### src/rtl/legv8_pkg.sv
// LEGv8 MEM-stage shared types: widths, data-memory FSM states
// and the MEM/WB pipeline bundle.
package legv8_pkg;

    localparam int WORD    = 64;
    localparam int RD_W    = 5;
    localparam int TIMEOUT = 16;

    typedef enum logic [1:0] {
        IDLE = 2'd0,
        REQ  = 2'd1,
        WAIT = 2'd2
    } mem_state_t;

    typedef struct packed {
        logic            valid;
        logic [RD_W-1:0] rd;
        logic            reg_write;
        logic            mem_to_reg;
        logic [WORD-1:0] alu;
        logic [WORD-1:0] rdata;
        logic            misalign;
        logic            bus_err;
    } mem_wb_t;

endpackage

### src/rtl/dmem_if_fsm.sv
// Data-memory port sequencer: REQ/WAIT FSM with a bounded
// timeout; reports a one-cycle completion (done, err on timeout).
module dmem_if_fsm
    import legv8_pkg::*;
#(
    parameter int LIMIT = TIMEOUT
) (
    input  logic            clk,
    input  logic            rst,
    input  logic            start,
    input  logic            store,
    input  logic [WORD-1:0] addr,
    input  logic [WORD-1:0] wdata,
    input  logic            dm_gnt,
    input  logic            dm_rvalid,
    output logic            busy,
    output logic            dm_req,
    output logic            dm_we,
    output logic [WORD-1:0] dm_addr,
    output logic [WORD-1:0] dm_wdata,
    output logic            done,
    output logic            err
);

    localparam int CW = $clog2(LIMIT + 1);

    mem_state_t      state_q, state_d;
    logic [CW-1:0]   cnt_q;
    logic [WORD-1:0] addr_q, wdata_q;
    logic            we_q;
    logic            timed_out;

    assign timed_out = (cnt_q == CW'(LIMIT - 1));
    assign busy      = (state_q != IDLE);
    assign dm_req    = (state_q == REQ);
    assign dm_we     = dm_req & we_q;
    assign dm_addr   = dm_req ? addr_q : '0;
    assign dm_wdata  = dm_req ? wdata_q : '0;

    always_comb begin
        state_d = state_q;
        done    = 1'b0;
        err     = 1'b0;
        unique case (state_q)
            IDLE: if (start) state_d = REQ;
            REQ: begin
                if (dm_gnt && (we_q || dm_rvalid)) begin
                    done    = 1'b1;
                    state_d = IDLE;
                end else if (timed_out) begin
                    done    = 1'b1;
                    err     = 1'b1;
                    state_d = IDLE;
                end else if (dm_gnt) begin
                    state_d = WAIT;
                end
            end
            WAIT: begin
                if (dm_rvalid) begin
                    done    = 1'b1;
                    state_d = IDLE;
                end else if (timed_out) begin
                    done    = 1'b1;
                    err     = 1'b1;
                    state_d = IDLE;
                end
            end
            default: state_d = IDLE;
        endcase
    end

    always_ff @(posedge clk) begin
        if (rst) begin
            state_q <= IDLE;
            cnt_q   <= '0;
            addr_q  <= '0;
            wdata_q <= '0;
            we_q    <= 1'b0;
        end else begin
            state_q <= state_d;
            if (start) begin
                cnt_q   <= '0;
                addr_q  <= addr;
                wdata_q <= wdata;
                we_q    <= store;
            end else if (busy) begin
                cnt_q <= cnt_q + 1'b1;
            end
        end
    end

endmodule

### src/rtl/mem_stage.sv
// LEGv8 MEM stage: EX handshake, branch resolution, load/store
// via dmem_if_fsm, and the registered MEM/WB bundle.
module mem_stage
    import legv8_pkg::*;
(
    input  logic            clk,
    input  logic            rst,
    input  logic            ex_valid,
    output logic            mem_ready,
    input  logic [WORD-1:0] alu_out,
    input  logic [WORD-1:0] br_addr,
    input  logic            z_flag,
    input  logic [WORD-1:0] st_data,
    input  logic [RD_W-1:0] rd,
    input  logic            mem_read,
    input  logic            mem_write,
    input  logic            branch,
    input  logic            cbnz,
    input  logic            uncond,
    input  logic            reg_write,
    input  logic            mem_to_reg,
    output logic            dm_req,
    output logic            dm_we,
    output logic [WORD-1:0] dm_addr,
    output logic [WORD-1:0] dm_wdata,
    input  logic            dm_gnt,
    input  logic            dm_rvalid,
    input  logic [WORD-1:0] dm_rdata,
    output logic            pc_src,
    output logic [WORD-1:0] br_target,
    output logic            wb_valid,
    output logic [RD_W-1:0] wb_rd,
    output logic            wb_reg_write,
    output logic            wb_mem_to_reg,
    output logic [WORD-1:0] wb_alu,
    output logic [WORD-1:0] wb_rdata,
    output logic            misalign,
    output logic            bus_err
);

    logic            accept, is_mem, mis, start, busy, done, err, taken;
    logic [RD_W-1:0] pend_rd;
    logic            pend_rw, pend_m2r, pend_load;
    logic [WORD-1:0] pend_alu;
    mem_wb_t         wb_q;

    assign mem_ready = ~busy;
    assign accept    = ex_valid & mem_ready;
    assign is_mem    = mem_read | mem_write;
    assign mis       = is_mem & (alu_out[2:0] != 3'b000);
    assign start     = accept & is_mem & ~mis;
    assign taken     = uncond | (branch & (cbnz ? ~z_flag : z_flag));

    dmem_if_fsm #(.LIMIT(TIMEOUT)) u_fsm (
        .clk       (clk),
        .rst       (rst),
        .start     (start),
        .store     (mem_write),
        .addr      (alu_out),
        .wdata     (st_data),
        .dm_gnt    (dm_gnt),
        .dm_rvalid (dm_rvalid),
        .busy      (busy),
        .dm_req    (dm_req),
        .dm_we     (dm_we),
        .dm_addr   (dm_addr),
        .dm_wdata  (dm_wdata),
        .done      (done),
        .err       (err)
    );

    always_ff @(posedge clk) begin
        if (rst) begin
            wb_q      <= '0;
            pc_src    <= 1'b0;
            br_target <= '0;
            pend_rd   <= '0;
            pend_rw   <= 1'b0;
            pend_m2r  <= 1'b0;
            pend_load <= 1'b0;
            pend_alu  <= '0;
        end else begin
            wb_q.valid    <= 1'b0;
            wb_q.misalign <= 1'b0;
            wb_q.bus_err  <= 1'b0;
            pc_src        <= 1'b0;
            if (accept && !is_mem) begin
                wb_q.valid      <= 1'b1;
                wb_q.rd         <= rd;
                wb_q.reg_write  <= reg_write;
                wb_q.mem_to_reg <= mem_to_reg;
                wb_q.alu        <= alu_out;
                wb_q.rdata      <= '0;
                pc_src          <= taken;
                br_target       <= br_addr;
            end else if (accept && mis) begin
                wb_q.valid      <= 1'b1;
                wb_q.misalign   <= 1'b1;
                wb_q.rd         <= rd;
                wb_q.reg_write  <= 1'b0;
                wb_q.mem_to_reg <= mem_to_reg;
                wb_q.alu        <= alu_out;
                wb_q.rdata      <= '0;
            end else if (start) begin
                pend_rd   <= rd;
                pend_rw   <= reg_write;
                pend_m2r  <= mem_to_reg;
                pend_alu  <= alu_out;
                pend_load <= ~mem_write;
            end
            // done never coincides with accept: the FSM is busy then
            if (done) begin
                wb_q.valid      <= 1'b1;
                wb_q.bus_err    <= err;
                wb_q.rd         <= pend_rd;
                wb_q.reg_write  <= pend_rw & ~err;
                wb_q.mem_to_reg <= pend_m2r;
                wb_q.alu        <= pend_alu;
                wb_q.rdata      <= (pend_load && !err) ? dm_rdata : '0;
            end
        end
    end

    assign wb_valid      = wb_q.valid;
    assign wb_rd         = wb_q.rd;
    assign wb_reg_write  = wb_q.reg_write;
    assign wb_mem_to_reg = wb_q.mem_to_reg;
    assign wb_alu        = wb_q.alu;
    assign wb_rdata      = wb_q.rdata;
    assign misalign      = wb_q.misalign;
    assign bus_err       = wb_q.bus_err;

endmodule

### config.mk
export PLATFORM = sky130hd
export DESIGN_NAME = mem_stage
export DESIGN_NICKNAME = d
export VERILOG_FILES = /design/src/rtl/legv8_pkg.sv /design/src/rtl/dmem_if_fsm.sv /design/src/rtl/mem_stage.sv
export SDC_FILE = /design/constraint.sdc
export NUM_CORES = 1
export LEC_CHECK = 0
export CAP_MARGIN = 20
export CORE_MARGIN = 5
export CORE_UTILIZATION = 27
export CTS_CLUSTER_SIZE = 28
export DETAILED_ROUTE_END_ITERATION = 7
export PLACE_DENSITY = 0.64
export SETUP_SLACK_MARGIN = 0.02
export SLEW_MARGIN = 0
export SYNTH_ARGS = -nofsm -noshare
export SYNTH_HDL_FRONTEND = slang
export SYNTH_SLANG_ARGS = --single-unit
### constraint.sdc
create_clock -name clk -period 7 [get_ports clk]
set_input_delay 1.4 -clock clk [delete_from_list [all_inputs] [get_ports clk]]
set_output_delay 1.4 -clock clk [all_outputs]
set_load 0.01 [all_outputs]
==> impl_metrics.prom, run 1 <==
# TYPE chip_impl_metric gauge
chip_impl_metric{name="yosys.area_share.simple",unit=""} 0.220
chip_impl_metric{name="die-area",unit="mm^2"} 0.0610
chip_impl_info{name="outcome",value="finished, final reports clean"} 1
chip_impl_info{name="clock_tree_from_tritoncts",value="built"} 1
chip_impl_metric{name="fin_crit",unit="ns"} 4.67
chip_impl_metric{name="clk_transition_reported_paths",unit="ns"} 0.06
chip_impl_metric{name="drt.antenna.violating_nets",unit=""} 0
chip_impl_metric{name="power_frac_comb",unit=""} 0.103
chip_impl_metric{name="timing.max_slew.rel_slack",unit=""} 0.249
chip_impl_info{name="cts_root_buffer",value="sky130_fd_sc_hd__clkbuf_16"} 1
chip_impl_info{name="crit_end",value="dm_wdata[52]"} 1
chip_impl_metric{name="layout.area.seq",unit="mm^2"} 0.00823
chip_impl_metric{name="timing.setup.tns",unit="ns"} 0
chip_impl_info{name="synth_top_family_by_area",value="simple AND/OR/NAND/NOR gates"} 1
chip_impl_info{name="timing.setup.critical_path_class",value="reg -> out"} 1
chip_impl_metric{name="synth_compound_gate_area_share",unit=""} 0.186
chip_impl_metric{name="i_o_pin_total",unit=""} 608
chip_impl_metric{name="ir_worst_vdd",unit="mV"} 0.186
chip_impl_metric{name="cts.repair_timing.setup_buffer_count",unit=""} 0
chip_impl_metric{name="netlist_instances",unit=""} 1817
chip_impl_metric{name="synth.mux.area_fraction",unit=""} 0.00198
chip_impl_metric{name="pwr_density_cell",unit="mW/mm^2"} 242
chip_impl_metric{name="final-max-slew-violation-count",unit=""} 0
chip_impl_metric{name="antenna_violations_before_repair",unit=""} 4
chip_impl_metric{name="cellInternalPower",unit="mW"} 4.34
chip_impl_metric{name="cts_hold_repair.buffers",unit=""} 0
chip_impl_metric{name="route.vias.total",unit=""} 14700
chip_impl_metric{name="clkSinkCount",unit=""} 411
chip_impl_metric{name="maxClockFrequency",unit="MHz"} 214
chip_impl_metric{name="hpwlAfterDp",unit="um"} 37800
chip_impl_metric{name="post_cts.resized_instances",unit=""} 0
chip_impl_metric{name="grt_start_max_net_pins",unit=""} 136
chip_impl_metric{name="synth.ff_latch_count",unit=""} 411
chip_impl_info{name="synth_common_cells",value="528 x sky130_fd_sc_hd__nand2_1, 411 x sky130_fd_sc_hd__dfxtp_1, 328 x sky130_fd_sc_hd__a21oi_1, 136 x sky130_fd_sc_hd__and2_1, 105 x sky130_fd_sc_hd__clkbuf_1"} 1
chip_impl_info{name="critPathLaunchType",value="flip-flop"} 1
chip_impl_metric{name="netlist.area_leader.share",unit=""} 0.542
chip_impl_metric{name="tightest_slew",unit="ns"} 1.13
chip_impl_metric{name="synth_area_per_cell",unit="um^2"} 8.35
chip_impl_metric{name="floorplan.initialDensity",unit=""} 0.274
chip_impl_metric{name="cts_buffer_depth",unit=""} 3
chip_impl_metric{name="synthAdderAreaFrac",unit=""} 0.00577
chip_impl_metric{name="htreeDepth",unit=""} 2
chip_impl_metric{name="max_cap_viol_count",unit=""} 0
chip_impl_info{name="grt_setup_unrepaired",value="false"} 1
chip_impl_metric{name="nets",unit=""} 2622
chip_impl_metric{name="grt_overflow",unit=""} 0
chip_impl_metric{name="synth.yosys.warnings",unit=""} 0
chip_impl_metric{name="multi_input_gate_area",unit="mm^2"} 0.00638
chip_impl_info{name="yosys_most_used_dff",value="sky130_fd_sc_hd__dfxtp_1"} 1
chip_impl_metric{name="post_synth_xor_area_fraction",unit=""} 0.00231
chip_impl_metric{name="drtIter0Drc",unit=""} 772
chip_impl_metric{name="share_of_flip_flops_with_an_asynchronous_set_or_reset_after_synthesis",unit=""} 0
chip_impl_metric{name="drt-total-wl",unit="um"} 56000
chip_impl_metric{name="ys_seq_area_frac",unit=""} 0.542
chip_impl_metric{name="totalPowerFinal",unit="mW"} 5.67
chip_impl_metric{name="dp.cells",unit=""} 3041
chip_impl_metric{name="critPathArrivalTime",unit="ns"} 3.27
chip_impl_metric{name="switching_share",unit=""} 0.235
chip_impl_metric{name="finalSetupViolCount",unit=""} 0
chip_impl_metric{name="die_width",unit="um"} 247
chip_impl_info{name="worst_reg2reg_path_endpoint",value="wb_rdata[53]$_SDFFE_PP0P_"} 1
chip_impl_metric{name="layout_worst_path_cycle_share",unit=""} 0.667
chip_impl_metric{name="floorplan.die.height",unit="um"} 247
chip_impl_metric{name="tritoncts.num_buffers",unit=""} 46
chip_impl_metric{name="layout-drive-gt1-share",unit=""} 0.0442
chip_impl_metric{name="drt_drc_violations_left",unit=""} 0
chip_impl_metric{name="floorplan.rows",unit=""} 86
chip_impl_metric{name="post_drt_wl_per_cell",unit="um"} 17.9
chip_impl_info{name="timing.critical_path.to_type",value="output pin"} 1
chip_impl_info{name="synthTopCellsByArea",value="sky130_fd_sc_hd__dfxtp_1 54%, sky130_fd_sc_hd__nand2_1 13%, sky130_fd_sc_hd__a21oi_1 11%"} 1
chip_impl_metric{name="globalplace.congestion",unit=""} 0.802
chip_impl_metric{name="pwr-share-clk",unit=""} 0.464
chip_impl_info{name="synthMostInstantiatedCell",value="sky130_fd_sc_hd__nand2_1"} 1
chip_impl_metric{name="synth_area",unit="mm^2"} 0.0152
chip_impl_metric{name="cp.required",unit="ns"} 5.60
chip_impl_metric{name="ff2ff_path_depth",unit=""} 8
chip_impl_info{name="crit_start",value="u_fsm.state_q[1]$_SDFFE_PP0P_"} 1
chip_impl_metric{name="fillCellCount",unit=""} 5460
chip_impl_metric{name="track_usage",unit=""} 0.170
chip_impl_info{name="leading_area_contributor_after_synthesis",value="sky130_fd_sc_hd__dfxtp_1"} 1
chip_impl_metric{name="mappedNetlistNets",unit=""} 2098
chip_impl_metric{name="static-leakage-power",unit="nW"} 8.33
chip_impl_metric{name="synthToLayoutAreaGrowth",unit="%"} 54.6
chip_impl_metric{name="placement.io_buffers",unit=""} 607
chip_impl_metric{name="synth_enable_flop_cells",unit=""} 0
chip_impl_info{name="hold_path_startpoint",value="u_fsm.wdata_q[27]$_SDFFE_PP0P_"} 1
chip_impl_info{name="rr_startpoint",value="u_fsm.cnt_q[0]$_SDFFE_PP0P_"} 1
chip_impl_info{name="min_path_type",value="reg -> reg"} 1
chip_impl_metric{name="grt_first_pass_wirelength",unit="um"} 83200
chip_impl_metric{name="timing.final.hold_violations",unit=""} 0
chip_impl_metric{name="synth.distinct_cells",unit=""} 41
chip_impl_metric{name="switching_power",unit="mW"} 1.34
chip_impl_metric{name="core",unit="mm^2"} 0.0554
chip_impl_metric{name="first_global_vias",unit=""} 14500
chip_impl_metric{name="sequential_share_of_power",unit=""} 0.433
chip_impl_metric{name="timing.clock.skew",unit="ns"} 0.0178
chip_impl_metric{name="detailedRoute.firstPassIterationCount",unit=""} 6
chip_impl_metric{name="critical_path.max_fanout",unit=""} 78
chip_impl_metric{name="ff2ff_setup_slack",unit="ns"} 3.51
chip_impl_metric{name="drt-vias-per-instance",unit=""} 4.69
chip_impl_metric{name="clkLatencyLatePin",unit="ns"} 0.57
chip_impl_metric{name="filler_free_cell_count_of_the_finished_design",unit=""} 3130
## worst min path at each step
stage / depth (start not counted) / to / slack (ns)
after floorplan: 1 / u_fsm.addr_q[0]$_SDFFE_PP0P_ / 0.42
after global placement: 1 / u_fsm.addr_q[1]$_SDFFE_PP0P_ / 0.44
after detailed placement: 2 / u_fsm.wdata_q[24]$_SDFFE_PP0P_ / 0.44
after CTS: 2 / u_fsm.wdata_q[24]$_SDFFE_PP0P_ / 0.45
after global routing: 2 / u_fsm.addr_q[60]$_SDFFE_PP0P_ / 0.46
final: 2 / u_fsm.wdata_q[27]$_SDFFE_PP0P_ / 0.45
## critical path: stages, from the launching register on
cell and delay, ns:
sky130_fd_sc_hd__dfxtp_1 0.33, sky130_fd_sc_hd__inv_1 0.13, sky130_fd_sc_hd__ha_4 0.61, sky130_fd_sc_hd__buf_4 0.63, sky130_fd_sc_hd__and2_1 0.33, sky130_fd_sc_hd__clkdlybuf4s50_1 0.59
## placed cells by master (no fill, tap or decap), types with 9 or more instances in the layout
cell type and instances:
sky130_fd_sc_hd__a211oi_1 66, sky130_fd_sc_hd__a21oi_1 328, sky130_fd_sc_hd__a22o_1 64, sky130_fd_sc_hd__and2_1 136
sky130_fd_sc_hd__buf_4 12, sky130_fd_sc_hd__bufinv_16 9, sky130_fd_sc_hd__clkbuf_1 9, sky130_fd_sc_hd__clkbuf_16 46
sky130_fd_sc_hd__clkdlybuf4s50_1 606, sky130_fd_sc_hd__clkinv_2 10, sky130_fd_sc_hd__dfxtp_1 411, sky130_fd_sc_hd__nand2_1 527
sky130_fd_sc_hd__nor2_1 78
## stage by stage
step            util  hold WS, ns  setup slack, ns  instance area (um^2)
2_1_floorplan      -        0.421             4.12                 15200
5_1_grt        0.423        0.462             2.12                 23400
4_1_cts        0.423        0.450             2.25                 23400
3_5_place_dp   0.393        0.442             2.46                 21800
6_report       0.423        0.448             2.33                 23400
3_3_place_gp   0.393        0.437             2.28                 21800
## layout make-up
cell class / instances / share of cell area
Tap cell: 748 / 0.0399
Sequential cell: 411 / 0.351
Antenna cell: 4 / 0.000427
Timing Repair Buffer: 622 / 0.266
Clock buffer: 63 / 0.0552
Multi-Input combinational cell: 1257 / 0.272
Inverter: 3 / 0.000480
Clock inverter: 22 / 0.0151
## layer usage
metal	GRT usage	routed length (um)	up-vias
met1	0.192	21400	6947
li1	-	-	7101
met3	0.0553	4840	119
met5	0	0	-
met4	0.0788	2410	0
met2	0.293	27300	524
## power groups by stage
stage                     registers [mW]  logic (mW)  clock network (mW)
after floorplan                     2.52       0.210                   0
after global placement              2.50       0.583                   0
after detailed placement            2.50       0.590                   0
after CTS                           2.45       0.594                2.71
after global routing                2.46       0.632                2.80
final                               2.45       0.585                2.63
## kinds of logic after synthesis
family,count (synthesis)
and+or+nand+nor,772
muxes,3
AOI/OAI and AO/OA,471
buffers and inverters,149
xor gates and xnor gates,4
DFF,411
adders and majority gates,7
(Power assumes the default switching activity.)
==> run 2, diff against run 1 <==
clock period = 4.4 ns   (was 7 ns; I/O delays follow)
==> run 2 against run 1 <==
Wire length grew 0.46%. Clock-buffer cell count rose by 5. Register-to-register slack got worse by 2.2 ns. Critical path type unchanged. Largest power group is now sequential cells.
==> impl_metrics.prom, run 2 (synthesis results as in run 1) <==
# TYPE chip_impl_metric gauge
chip_impl_metric{name="ff2ff_path_depth",unit=""} 8
chip_impl_metric{name="worst_hold_slack",unit="ns"} 0.448
chip_impl_metric{name="static-leakage-power",unit="nW"} 8.30
chip_impl_metric{name="i_o_pin_total",unit=""} 608
chip_impl_metric{name="finalCoreUtilization",unit=""} 0.422
chip_impl_metric{name="clkSinkCount",unit=""} 411
chip_impl_metric{name="switching_power",unit="mW"} 2.10
chip_impl_metric{name="floorplan.die.height",unit="um"} 247
chip_impl_metric{name="power_frac_comb",unit=""} 0.109
chip_impl_metric{name="pwr-share-clk",unit=""} 0.443
chip_impl_metric{name="synthToLayoutAreaGrowth",unit="%"} 54.2
chip_impl_metric{name="sequential_share_of_power",unit=""} 0.448
chip_impl_metric{name="dp.cells",unit=""} 3047
chip_impl_metric{name="met3RoutedLength",unit="um"} 4840
chip_impl_metric{name="cp.required",unit="ns"} 3.52
chip_impl_info{name="min_path_type",value="reg -> reg"} 1
chip_impl_metric{name="fillCellCount",unit=""} 5422
chip_impl_info{name="cts_root_buffer",value="sky130_fd_sc_hd__clkbuf_16"} 1
chip_impl_metric{name="timing.setup.tns",unit="ns"} 0
chip_impl_metric{name="post_drt_wl_per_cell",unit="um"} 18.0
chip_impl_info{name="worst_reg2reg_path_endpoint",value="wb_rdata[54]$_SDFFE_PP0P_"} 1
chip_impl_metric{name="hpwlAfterDp",unit="um"} 38200
chip_impl_info{name="rr_startpoint",value="u_fsm.cnt_q[1]$_SDFFE_PP0P_"} 1
chip_impl_info{name="final_cell_mix",value="606 x sky130_fd_sc_hd__clkdlybuf4s50_1, 527 x sky130_fd_sc_hd__nand2_1, 411 x sky130_fd_sc_hd__dfxtp_1"} 1
chip_impl_info{name="highest-signal-layer",value="met5"} 1
chip_impl_metric{name="tritoncts.num_buffers",unit=""} 46
chip_impl_metric{name="antenna_violations_before_repair",unit=""} 8
chip_impl_metric{name="post_cts.resized_instances",unit=""} 0
chip_impl_metric{name="final_area",unit="mm^2"} 0.0234
chip_impl_metric{name="pre_cts_ws",unit="ns"} 1.01
chip_impl_metric{name="first_global_vias",unit=""} 14600
chip_impl_metric{name="die-area",unit="mm^2"} 0.0610
chip_impl_info{name="grt_setup_unrepaired",value="false"} 1
chip_impl_metric{name="track_usage",unit=""} 0.172
chip_impl_metric{name="cellInternalPower",unit="mW"} 6.61
chip_impl_metric{name="drt_drc_violations_left",unit=""} 0
chip_impl_info{name="critPathLaunchType",value="flip-flop"} 1
chip_impl_metric{name="core",unit="mm^2"} 0.0554
chip_impl_info{name="final_common_cell",value="sky130_fd_sc_hd__clkdlybuf4s50_1"} 1
chip_impl_metric{name="cts_hold_repair.buffers",unit=""} 0
chip_impl_metric{name="timing.max_slew.rel_slack",unit=""} 0.452
chip_impl_metric{name="finalSetupViolCount",unit=""} 0
chip_impl_metric{name="timing.clock.skew",unit="ns"} 0.0265
chip_impl_metric{name="drtIter0Drc",unit=""} 696
chip_impl_metric{name="clk_transition_reported_paths",unit="ns"} 0.06
chip_impl_metric{name="critPathArrivalTime",unit="ns"} 2.69
chip_impl_metric{name="drt-vias-per-instance",unit=""} 4.70
chip_impl_info{name="crit_start",value="u_fsm.state_q[1]$_SDFFE_PP0P_"} 1
chip_impl_metric{name="htreeDepth",unit=""} 2
chip_impl_metric{name="floorplan.rows",unit=""} 86
chip_impl_metric{name="pwr_density_cell",unit="mW/mm^2"} 372
chip_impl_metric{name="ff2ff_setup_slack",unit="ns"} 1.29
chip_impl_metric{name="die_width",unit="um"} 247
chip_impl_metric{name="max_cap_viol_count",unit=""} 0
chip_impl_info{name="crit_end",value="dm_addr[63]"} 1
chip_impl_metric{name="routed-wl-met2",unit="um"} 27300
chip_impl_metric{name="timing.final.hold_violations",unit=""} 0
chip_impl_metric{name="floorplan.initialDensity",unit=""} 0.274
chip_impl_metric{name="drt-total-wl",unit="um"} 56200
chip_impl_info{name="timing.setup.critical_path_class",value="reg -> out"} 1
chip_impl_metric{name="nets",unit=""} 2628
chip_impl_metric{name="dpl_cell_area",unit="mm^2"} 0.0219
chip_impl_metric{name="totalPowerFinal",unit="mW"} 8.70
chip_impl_info{name="timing.critical_path.to_type",value="output pin"} 1
chip_impl_metric{name="fin_crit",unit="ns"} 3.57
chip_impl_metric{name="tightest_slew",unit="ns"} 0.821
chip_impl_metric{name="placement.io_buffers",unit=""} 607
chip_impl_metric{name="cts.repair_timing.setup_buffer_count",unit=""} 0
chip_impl_metric{name="switching_share",unit=""} 0.241
chip_impl_metric{name="grt_first_pass_wirelength",unit="um"} 84100
chip_impl_metric{name="final-max-slew-violation-count",unit=""} 0
chip_impl_metric{name="wl_met1",unit="um"} 21900
chip_impl_info{name="outcome",value="finished, final reports clean"} 1
chip_impl_metric{name="clkLatencyLatePin",unit="ns"} 0.59
chip_impl_metric{name="cts_buffer_depth",unit=""} 3
chip_impl_metric{name="multi_input_gate_area",unit="mm^2"} 0.00638
chip_impl_metric{name="grt_start_max_net_pins",unit=""} 153
chip_impl_metric{name="grt_overflow",unit=""} 0
chip_impl_metric{name="critical_path.max_fanout",unit=""} 81
chip_impl_metric{name="drt.antenna.violating_nets",unit=""} 0
chip_impl_metric{name="setup_slack",unit="ns"} 0.834
chip_impl_metric{name="layout-drive-gt1-share",unit=""} 0.0437
chip_impl_info{name="clock_tree_from_tritoncts",value="built"} 1
chip_impl_metric{name="layout_worst_path_cycle_share",unit=""} 0.811
chip_impl_metric{name="maxClockFrequency",unit="MHz"} 280
chip_impl_metric{name="ir_worst_vdd",unit="mV"} 0.243
chip_impl_metric{name="layout.area.seq",unit="mm^2"} 0.00823
chip_impl_metric{name="filler_free_cell_count_of_the_finished_design",unit=""} 3132
chip_impl_metric{name="globalplace.congestion",unit=""} 0.829
chip_impl_metric{name="route.vias.total",unit=""} 14700
chip_impl_metric{name="detailedRoute.firstPassIterationCount",unit=""} 7
run 2: changes by cell type in the layout (fill, tap and decap cells not counted), moves of 3 or more:
cell / delta
sky130_fd_sc_hd__buf_4: +3
sky130_fd_sc_hd__bufinv_16: -6
sky130_fd_sc_hd__clkbuf_1: +3
sky130_fd_sc_hd__clkinv_2: -4
sky130_fd_sc_hd__buf_12: +3
run 2: power groups by stage:
| stage | Combinational, mW | Sequential [mW] | Clock, mW |
|---|---|---|---|
| after floorplan | 0.334 | 4.01 | 0 |
| after global routing | 1.02 | 3.91 | 4.14 |
| after global placement | 0.943 | 3.98 | 0 |
| final | 0.949 | 3.90 | 3.85 |
| after CTS | 0.959 | 3.90 | 3.97 |
| after detailed placement | 0.954 | 3.98 | 0 |
run 2: worst min path at each step:
stage                                   start                              to  slack (ns)  cells past startpoint
2_1_floorplan    u_fsm.addr_q[0]$_SDFFE_PP0P_    u_fsm.addr_q[0]$_SDFFE_PP0P_        0.42                      1
3_3_place_gp     u_fsm.addr_q[1]$_SDFFE_PP0P_    u_fsm.addr_q[1]$_SDFFE_PP0P_        0.44                      1
3_5_place_dp     u_fsm.addr_q[0]$_SDFFE_PP0P_    u_fsm.addr_q[0]$_SDFFE_PP0P_        0.44                      1
4_1_cts         u_fsm.addr_q[42]$_SDFFE_PP0P_   u_fsm.addr_q[42]$_SDFFE_PP0P_        0.45                      2
5_1_grt        u_fsm.wdata_q[35]$_SDFFE_PP0P_  u_fsm.wdata_q[35]$_SDFFE_PP0P_        0.47                      2
6_report        u_fsm.wdata_q[9]$_SDFFE_PP0P_   u_fsm.wdata_q[9]$_SDFFE_PP0P_        0.45                      2
run 2: critical path, cell delays in order, from the launching register on:
cell                              delay (ns)
sky130_fd_sc_hd__dfxtp_1                0.32
sky130_fd_sc_hd__inv_1                  0.13
sky130_fd_sc_hd__ha_4                   0.50
sky130_fd_sc_hd__buf_12                 0.31
sky130_fd_sc_hd__and2_1                 0.18
sky130_fd_sc_hd__clkdlybuf4s50_1        0.58
run 2: final cells by class:
class / instances / share of cell area
clock inverter: 13 / 0.00706
tap: 748 / 0.0400
inverter: 3 / 0.000481
timing repair buffer: 628 / 0.270
clock buffer: 68 / 0.0575
sequential: 411 / 0.352
multi-input combinational: 1257 / 0.273
antenna: 4 / 0.000428
run 2: per-layer routing:
layer / up-vias / GRT usage
met1: 6937 / 0.199
met3: 120 / 0.0543
met4: 8 / 0.0742
met5: - / 0
li1: 7102 / -
met2: 539 / 0.293
==> run 3, diff against run 2 <==
clock period = 3.4 ns   (was 4.4 ns; I/O delays follow)
==> run 3 against run 2 <==
Non-clock buffer count up 8. Via count down 0.29%. Die area unchanged. Sequential share of layout area down 0.33 points. First-iteration DRC count up 1.1%. Critical path depth unchanged. Clock-buffer cell count up 7.
==> impl_metrics.prom, run 3 (synthesis results as in run 1) <==
# TYPE chip_impl_metric gauge
chip_impl_info{name="outcome",value="finished, final reports clean"} 1
chip_impl_info{name="final_common_cell",value="sky130_fd_sc_hd__clkdlybuf4s50_1"} 1
chip_impl_metric{name="max_cap_viol_count",unit=""} 0
chip_impl_metric{name="layout-drive-gt1-share",unit=""} 0.0481
chip_impl_metric{name="drt_drc_violations_left",unit=""} 0
chip_impl_info{name="hold_path_startpoint",value="u_fsm.wdata_q[49]$_SDFFE_PP0P_"} 1
chip_impl_info{name="final_cell_mix",value="606 x sky130_fd_sc_hd__clkdlybuf4s50_1, 527 x sky130_fd_sc_hd__nand2_1, 411 x sky130_fd_sc_hd__dfxtp_1"} 1
chip_impl_metric{name="grt_first_pass_wirelength",unit="um"} 83700
chip_impl_metric{name="pwr_density_cell",unit="mW/mm^2"} 484
chip_impl_metric{name="drt-vias-per-instance",unit=""} 4.67
chip_impl_info{name="clock_tree_from_tritoncts",value="built"} 1
chip_impl_metric{name="layout_worst_path_cycle_share",unit=""} 0.932
chip_impl_metric{name="first_global_vias",unit=""} 14600
chip_impl_metric{name="drt-total-wl",unit="um"} 56200
chip_impl_metric{name="sequential_share_of_power",unit=""} 0.441
chip_impl_info{name="grt_setup_unrepaired",value="false"} 1
chip_impl_metric{name="globalplace.congestion",unit=""} 0.835
chip_impl_metric{name="die-area",unit="mm^2"} 0.0610
chip_impl_metric{name="fin_crit",unit="ns"} 3.17
chip_impl_metric{name="ff2ff_setup_slack",unit="ns"} 0.57
chip_impl_metric{name="critical_path.max_fanout",unit=""} 67
chip_impl_metric{name="post_cts.resized_instances",unit=""} 0
chip_impl_metric{name="htreeDepth",unit=""} 2
chip_impl_metric{name="clk_transition_reported_paths",unit="ns"} 0.06
chip_impl_metric{name="timing.clock.skew",unit="ns"} 0.00882
chip_impl_metric{name="floorplan.rows",unit=""} 86
chip_impl_metric{name="cts_hold_repair.buffers",unit=""} 0
chip_impl_metric{name="tritoncts.num_buffers",unit=""} 45
chip_impl_metric{name="clkLatencyLatePin",unit="ns"} 0.56
chip_impl_metric{name="filler_free_cell_count_of_the_finished_design",unit=""} 3142
chip_impl_metric{name="tightest_slew",unit="ns"} 0.903
chip_impl_metric{name="i_o_pin_total",unit=""} 608
chip_impl_info{name="hold_end",value="u_fsm.wdata_q[49]$_SDFFE_PP0P_"} 1
chip_impl_metric{name="drt.antenna.violating_nets",unit=""} 0
chip_impl_metric{name="switching_power",unit="mW"} 2.68
chip_impl_info{name="cts_root_buffer",value="sky130_fd_sc_hd__clkbuf_16"} 1
chip_impl_metric{name="grt_start_max_net_pins",unit=""} 169
chip_impl_metric{name="drtIter0Drc",unit=""} 704
chip_impl_metric{name="route.vias.total",unit=""} 14700
chip_impl_info{name="timing.critical_path.to_type",value="output pin"} 1
chip_impl_metric{name="final-max-slew-violation-count",unit=""} 0
chip_impl_metric{name="finalSetupViolCount",unit=""} 0
chip_impl_metric{name="pwr-share-clk",unit=""} 0.449
chip_impl_metric{name="die_width",unit="um"} 247
chip_impl_metric{name="placement.io_buffers",unit=""} 607
chip_impl_metric{name="power_frac_comb",unit=""} 0.110
chip_impl_metric{name="timing.max_slew.rel_slack",unit=""} 0.396
chip_impl_info{name="critPathLaunchType",value="flip-flop"} 1
chip_impl_metric{name="fillCellCount",unit=""} 5430
chip_impl_metric{name="floorplan.initialDensity",unit=""} 0.274
chip_impl_metric{name="synthToLayoutAreaGrowth",unit="%"} 55.6
chip_impl_metric{name="detailedRoute.firstPassIterationCount",unit=""} 5
chip_impl_info{name="worst_reg2reg_path_endpoint",value="wb_rdata[61]$_SDFFE_PP0P_"} 1
chip_impl_info{name="min_path_type",value="reg -> reg"} 1
chip_impl_info{name="rr_startpoint",value="u_fsm.cnt_q[0]$_SDFFE_PP0P_"} 1
chip_impl_metric{name="totalPowerFinal",unit="mW"} 11.4
chip_impl_metric{name="antenna_violations_before_repair",unit=""} 8
chip_impl_metric{name="cts_buffer_depth",unit=""} 3
chip_impl_metric{name="whs_path_depth",unit=""} 2
chip_impl_metric{name="cellInternalPower",unit="mW"} 8.75
chip_impl_metric{name="timing.final.hold_violations",unit=""} 0
chip_impl_metric{name="core",unit="mm^2"} 0.0554
chip_impl_metric{name="maxClockFrequency",unit="MHz"} 315
chip_impl_metric{name="clkSinkCount",unit=""} 411
chip_impl_metric{name="grt_overflow",unit=""} 0
chip_impl_metric{name="ir_worst_vdd",unit="mV"} 0.329
chip_impl_metric{name="switching_share",unit=""} 0.235
chip_impl_metric{name="static-leakage-power",unit="nW"} 8.41
chip_impl_metric{name="track_usage",unit=""} 0.171
chip_impl_metric{name="dp.cells",unit=""} 3054
chip_impl_metric{name="critPathArrivalTime",unit="ns"} 2.49
chip_impl_info{name="timing.setup.critical_path_class",value="reg -> out"} 1
chip_impl_metric{name="cts.repair_timing.setup_buffer_count",unit=""} 0
chip_impl_metric{name="post_drt_wl_per_cell",unit="um"} 17.9
chip_impl_metric{name="timing.setup.tns",unit="ns"} 0
chip_impl_metric{name="cp.required",unit="ns"} 2.72
chip_impl_metric{name="ff2ff_path_depth",unit=""} 9
chip_impl_metric{name="hpwlAfterDp",unit="um"} 38200
chip_impl_metric{name="floorplan.die.height",unit="um"} 247
chip_impl_metric{name="nets",unit=""} 2635
==> run 3: cell count changes in the layout (fill, tap and decap cells not counted), sizes merged <==
cell	before	now
clkbuf	68	75
inv	5	4
diode	4	5
clkinvlp	1	0
buf	22	30
clkinv	7	3
==> run 3: worst max path at each step <==
stage | startpoint | endpoint | slack, ns | cells after the start
2_1_floorplan | u_fsm.cnt_q[0]$_SDFFE_PP0P_ | wb_rdata[10]$_SDFFE_PP0P_ | 0.97 | 10
3_3_place_gp | dm_rvalid | wb_rdata[58]$_SDFFE_PP0P_ | 0.21 | 5
3_5_place_dp | alu_out[0] | u_fsm.wdata_q[46]$_SDFFE_PP0P_ | 0.45 | 6
4_1_cts | u_fsm.state_q[1]$_SDFFE_PP0P_ | dm_wdata[56] | 0.06 | 5
5_1_grt | u_fsm.state_q[1]$_SDFFE_PP0P_ | dm_wdata[56] | 0.1 | 5
6_report | u_fsm.state_q[1]$_SDFFE_PP0P_ | dm_wdata[56] | 0.23 | 5
==> run 3: layer usage <==
metal,share of wire,vias to the layer above,wire length [um],GRT usage
met2,0.49,505,27600,0.294
met5,0.00045,-,25,0
met4,0.034,4,1930,0.0748
li1,-,7120,-,-
met3,0.084,99,4750,0.0548
met1,0.39,6935,21900,0.196
==> run 3: metrics by stage <==
step	hold WS (ns)	cell area, um^2	setup slack (ns)	util
floorplan	0.421	15200	0.966	-
global placement	0.434	22000	0.209	0.397
detailed placement	0.442	22000	0.449	0.397
CTS	0.450	23600	0.0643	0.426
global route	0.466	23600	0.0983	0.426
finish	0.447	23600	0.230	0.426
==> run 3: power groups by stage <==
stage | logic, mW | clock network, mW | registers, mW
after global routing | 1.35 | 5.50 | 5.06
after floorplan | 0.433 | 0 | 5.18
final | 1.25 | 5.13 | 5.05
after CTS | 1.26 | 5.30 | 5.05
after detailed placement | 1.26 | 0 | 5.15
after global placement | 1.24 | 0 | 5.15
==> run 3: worst max-delay path, cell delays in order (launching register included) <==
cell and delay, ns:
sky130_fd_sc_hd__dfxtp_1 0.33, sky130_fd_sc_hd__inv_1 0.13, sky130_fd_sc_hd__ha_4 0.36, sky130_fd_sc_hd__buf_12 0.26, sky130_fd_sc_hd__and2_1 0.22, sky130_fd_sc_hd__clkdlybuf4s50_1 0.56
==> run 3: area by class of cell <==
class / instances / area (um^2) / area share
clock buffer: 75 / 1460 / 0.0619
multi-input combinational: 1257 / 6380 / 0.270
antenna: 5 / 12.5 / 0.000530
tap: 748 / 936 / 0.0396
timing repair buffer: 636 / 6460 / 0.274
sequential: 411 / 8230 / 0.348
inverter: 3 / 11.3 / 0.000477
clock inverter: 7 / 118 / 0.00498
